**src/rtl/pipeline_0_decode_reg.sv**
```systemverilog
// Decode stage register: decodes a 16-bit instruction and holds the result in a
// two-entry skid buffer so the stage can absorb one cycle of downstream backpressure.
module pipeline_0_decode_reg #(
  parameter int PC_W   = 8,
  parameter int DATA_W = 16
) (
  input  logic              clk,
  input  logic              rst_n,
  input  logic              in_valid,
  output logic              in_ready,
  input  logic [15:0]       ir_in,
  input  logic [PC_W-1:0]   pc_in,
  input  logic              flush,
  output logic              out_valid,
  input  logic              out_ready,
  output logic [PC_W+13:0]  control_out,
  output logic [2:0]        num_rm,
  output logic [2:0]        num_rn,
  output logic [2:0]        num_rd,
  output logic [DATA_W-1:0] sximm,
  output logic              illegal
);

  localparam int CTRL_W  = PC_W + 14;
  localparam int ENTRY_W = 1 + CTRL_W + 9 + DATA_W;

  localparam logic [2:0] OP_NOP = 3'b000;
  localparam logic [2:0] OP_LDR = 3'b011;
  localparam logic [2:0] OP_STR = 3'b100;
  localparam logic [2:0] OP_ALU = 3'b101;
  localparam logic [2:0] OP_MOV = 3'b110;

  localparam logic [1:0] ALU_CMP = 2'b01;
  localparam logic [1:0] ALU_MVN = 2'b11;
  localparam logic [1:0] MOV_IMM = 2'b10;

  logic [2:0]        dec_opcode;
  logic              dec_asel;
  logic              dec_bsel;
  logic              dec_loads;
  logic [1:0]        dec_aluop;
  logic [1:0]        dec_shift;
  logic              dec_write;
  logic [2:0]        dec_writenum;
  logic [2:0]        dec_rm;
  logic [2:0]        dec_rn;
  logic [2:0]        dec_rd;
  logic [DATA_W-1:0] dec_sximm;
  logic              dec_illegal;
  logic [DATA_W-1:0] sext8;
  logic [DATA_W-1:0] sext5;
  logic [ENTRY_W-1:0] dec_entry;

  logic               main_valid;
  logic               skid_valid;
  logic [ENTRY_W-1:0] main_q;
  logic [ENTRY_W-1:0] skid_q;
  logic               accept;
  logic               main_free;

  assign sext8 = {{(DATA_W-8){ir_in[7]}}, ir_in[7:0]};
  assign sext5 = {{(DATA_W-5){ir_in[4]}}, ir_in[4:0]};

  always_comb begin
    dec_opcode   = ir_in[15:13];
    dec_asel     = 1'b0;
    dec_bsel     = 1'b0;
    dec_loads    = 1'b0;
    dec_aluop    = 2'b00;
    dec_shift    = 2'b00;
    dec_write    = 1'b0;
    dec_writenum = 3'b000;
    dec_rm       = 3'b000;
    dec_rn       = 3'b000;
    dec_rd       = 3'b000;
    dec_sximm    = '0;
    dec_illegal  = 1'b0;
    case (dec_opcode)
      OP_NOP: ;
      OP_MOV: begin
        dec_bsel  = 1'b1;
        dec_write = 1'b1;
        if (ir_in[12:11] == MOV_IMM) begin
          dec_asel     = 1'b1;
          dec_writenum = ir_in[10:8];
          dec_sximm    = sext8;
        end else begin
          dec_writenum = ir_in[7:5];
          dec_shift    = ir_in[4:3];
          dec_rm       = ir_in[2:0];
        end
      end
      OP_ALU: begin
        dec_aluop = ir_in[12:11];
        dec_shift = ir_in[4:3];
        dec_rm    = ir_in[2:0];
        if (ir_in[12:11] == ALU_CMP) begin
          dec_rn    = ir_in[10:8];
          dec_loads = 1'b1;
        end else begin
          dec_write    = 1'b1;
          dec_writenum = ir_in[7:5];
          if (ir_in[12:11] != ALU_MVN) dec_rn = ir_in[10:8];
        end
      end
      OP_STR: begin
        dec_bsel  = 1'b1;
        dec_rm    = ir_in[10:8];
        dec_rd    = ir_in[7:5];
        dec_sximm = sext5;
      end
      OP_LDR: begin
        dec_bsel     = 1'b1;
        dec_rm       = ir_in[10:8];
        dec_write    = 1'b1;
        dec_writenum = ir_in[7:5];
        dec_sximm    = sext5;
      end
      default: dec_illegal = 1'b1;
    endcase
  end

  assign dec_entry = {dec_illegal,
                      dec_opcode, pc_in, dec_asel, dec_bsel, dec_loads,
                      dec_aluop, dec_shift, dec_write, dec_writenum,
                      dec_rm, dec_rn, dec_rd, dec_sximm};

  assign accept    = in_valid && in_ready;
  assign main_free = !main_valid || out_ready;

  // Main is refilled from skid first so order is kept; skid only fills while main stalls.
  always_ff @(posedge clk or negedge rst_n) begin
    if (!rst_n) begin
      main_valid <= 1'b0;
      skid_valid <= 1'b0;
      main_q     <= '0;
      skid_q     <= '0;
    end else if (flush) begin
      main_valid <= 1'b0;
      skid_valid <= 1'b0;
      main_q     <= '0;
      skid_q     <= '0;
    end else if (main_free) begin
      if (skid_valid) begin
        main_valid <= 1'b1;
        main_q     <= skid_q;
        skid_valid <= 1'b0;
        skid_q     <= '0;
      end else if (accept) begin
        main_valid <= 1'b1;
        main_q     <= dec_entry;
      end else begin
        main_valid <= 1'b0;
        main_q     <= '0;
      end
    end else if (accept) begin
      skid_valid <= 1'b1;
      skid_q     <= dec_entry;
    end
  end

  assign in_ready  = !skid_valid;
  assign out_valid = main_valid;
  assign {illegal, control_out, num_rm, num_rn, num_rd, sximm} = main_q;

endmodule
```
**config.mk**
```make
export PLATFORM = sky130hd
export DESIGN_NAME = pipeline_0_decode_reg
export DESIGN_NICKNAME = d
export VERILOG_FILES = /design/src/rtl/pipeline_0_decode_reg.sv
export SDC_FILE = /design/constraint.sdc
export NUM_CORES = 1
export LEC_CHECK = 0
export ABC_AREA = 1
export BUFFER_PORTS_ARGS = -buffer_cell sky130_fd_sc_hd__buf_2
export CAP_MARGIN = 10
export CORE_ASPECT_RATIO = 1.75
export CORE_MARGIN = 1
export CORE_UTILIZATION = 55
export DETAILED_ROUTE_END_ITERATION = 16
export GPL_TIMING_DRIVEN = 0
export PLACE_DENSITY_LB_ADDON = 0.2
export SYNTH_ARGS = -nofsm -noshare
export SYNTH_HDL_FRONTEND = slang
export SYNTH_SLANG_ARGS = --single-unit
```
**constraint.sdc**
```tcl
create_clock -name clk -period 1.4 [get_ports clk]
set_input_delay 0.14 -clock clk [delete_from_list [all_inputs] [get_ports clk]]
set_output_delay 0.14 -clock clk [all_outputs]
set_load 0.05 [all_outputs]
```
==> impl_results.md <==
* Clk root buf: clkbuf_16
* Syn Nets at approximately 510
* Synthesized instance count at 485
* Io pins at just under 80
* CTS clk-pin slew, worst paths at ~60 ps
* Post-synthesis register bit count at 82
* Initial antenna violation count at 0
* CTS Buffer Depth at 2
* Crit path DAT at 1670 ps
* Nets at 614
* Synth Cell Area at approximately 3900 sq um
* Die span in y at around 110 um
* Row cnt at 40
* Setup ws final at -6.58 ps
* Drt drc at 0
* RSZ-0062 raised after global routing: true
* R2R Setup Slk at -7 ps
* Wire per inst at 16.0 um
* Slew @ Worst Pin at around 500 ps
* Max Cap Viol at 0
* Vias in the first global route at 3,587
* Buffers on Ports at a little under 80
* CP Data Required Time at roughly 1700 ps
* Worst clock skew at ~7.5 ps
* GR Overflow Total at 0
* Place WS at -342 ps
* TritonRoute pass-1 iters at 5
* Final hold slack at between 50 and 60 ps
* Status: complete, but fails checks
* Final hold violations at 0
* Startpoint types: register
* Share of layout cells above drive strength 1 at between 20% and 30%
* Synth warnings at 0
* Area Overhead vs Synth at 28.2%
* Syn Area/Cell at 8.08 sq um
* CTS buffer count at 9
* Total Routing Usage GR at 30.3%
* Ant diodes at 0
* DRT iter0 DRCs at around 290
* Initial Util at 57.2%
* Full die area at approximately 7500 sq um
* Max Clock Freq at between 700 and 800 MHz
* Critical path capture point type: register
* Largest net degree at the start of global routing at 56
* H-tree levels at 3
* Hold Path Class: in -> reg
* First-pass GRT wire length at roughly 17,000 um
* Yosys cell types at 23
* Max-slew violation total from the final report at 0
* Pwr Density at ~1100 nW/um^2
* Core Footprint at ~6900 sq um
* Kind of critical path: reg -> reg
* Clock Sinks at 82
* Finished Cell Area at 5020 sq um
* Setup tns final at -9.32 ps
* Via count at between 3,000 and 4,000
* TritonCTS clock tree: yes
* Failing checks: setup timing
* Area after DPL at 4460 sq um
* Final Setup Violations at 2
* Largest fanout on the critical path at 10
* DR vias/cell at between 5 and 6
* VDD IR-drop max at approximately 1.2 mV
* Final WL at approximately 11,000 um
* Worst-skew pair later-pin latency at between 300 and 400 ps
* Die W at about 66 um
* Crit path time final at roughly 1400 ps
* Max-slew headroom at between 60 and 70%
* Seq/Total Area, Yosys at between 50% and 60%
* Antenna-violating nets left at 0
* DP HPWL at 7620 um
* Leakage at roughly 2.8 nW
* Routability cong. at 0.910
* Final period util at 100%
worst max-delay path: stages, from the launching register on:
cell     delay [ps]
dfrtp_2         360
inv_2            40
nor2_4          130
inv_2            70
nor2_4          170
inv_4            80
nor2_8          150
inv_8            70
buf_12          150
o22ai_1         100
routing by layer:
metal  GRT usage (%)  vias up  part of all wire, %
met3            6.00       33                  4.7
met1            33.6     1776                   38
met5               0        -                    0
li1                -     1783                    -
met2            52.6      141                   53
met4            16.5        0                  4.0
state kept, by name, summed over array words and instances (netlist names):
signal / cells
main_q: 40
skid_valid: 1
skid_q: 40
out_valid: 1
area by class of cell:
class	instances	area (sq um)
flip-flops and latches	82	2060
fillers	521	1830
multi-input cells	326	1620
repair buffers	89	507
clock buffers	11	253
plain buffers	31	239
inverters	46	185
well taps	84	105
clock inverters	5	60.1
logic make-up after synthesis:
| kind of cell | count (synthesis) | share of synthesized area (%) |
|---|---|---|
| AOI/OAI and AO/OA | 78 | 12.4 |
| DFF | 82 | 52.4 |
| buffers and inverters | 77 | 8.49 |
| and+or+nand+nor | 248 | 26.8 |
cells in the mapped netlist, drive strengths merged:
master / count / area share, %
buf: 23 / 3.3
inv: 45 / 4.3
clkinv: 1 / 0.096
dfrtp: 82 / 52
a22o: 11 / 2.5
nor2: 16 / 2.4
clkbuf: 8 / 0.77
o22ai: 33 / 5.3
nand3: 58 / 7.4
a21oi: 5 / 0.64
nand2: 174 / 17
a22oi: 3 / 0.57
o21ai: 26 / 3.4
final timing paths:
check,from,to,cells after the start
worst max-delay path,out_valid,skid_q[42],9
worst min-delay path,pc_in[5],skid_q[41],3
worst max register to register,out_valid,skid_q[42],9
worst min register to register,main_q[25],main_q[25],2
max in group asynchronous,rst_n,main_q[15],3
min in group asynchronous,rst_n,main_q[31],2
what timing repair did:
action	CTS	global route
endpoints found under the setup margin	80	73
gates cloned	0	0
gates resized for setup	22	34
buffers inserted	8	2
pin swaps	4	0
hold buffers	1	0
hold endpoints to repair	27	0
cells in the final DEF (no fill, tap or decap), types with 2 or more instances in the layout:
| master | instances |
|---|---|
| a21oi_1 | 5 |
| a22o_1 | 11 |
| a22oi_1 | 3 |
| buf_2 | 80 |
| buf_4 | 25 |
| buf_6 | 4 |
| clkbuf_16 | 9 |
| clkbuf_2 | 3 |
| clkbuf_4 | 3 |
| clkbuf_8 | 3 |
| dfrtp_1 | 79 |
| dfrtp_2 | 3 |
| inv_1 | 39 |
| inv_2 | 3 |
| inv_4 | 2 |
| inv_6 | 2 |
| nand2_1 | 171 |
| nand2_2 | 2 |
| nand3_1 | 58 |
| nor2_1 | 11 |
| nor2_4 | 4 |
| o21ai_0 | 21 |
| o21ai_1 | 3 |
| o22ai_1 | 23 |
| o22ai_2 | 10 |
metrics by stage:
| stage | power (mW) | util, % | cells |
|---|---|---|---|
| detailed placement | 3.22 | 65.1 | 647 |
| global placement | 3.19 | 64.7 | 646 |
| global route | 5.88 | 73.3 | 674 |
| floorplan | 2.95 | - | 485 |
| CTS | 5.68 | 71.6 | 672 |
| finish | 5.70 | 73.3 | 674 |
power breakdown:
part | internal (mW) | switching (mW)
Clock | 1.49 | 0.971
Combinational | 0.222 | 0.566
Sequential | 2.43 | 0.0296
Total | 4.14 | 1.57
Power figures use the tool's default switching activity.
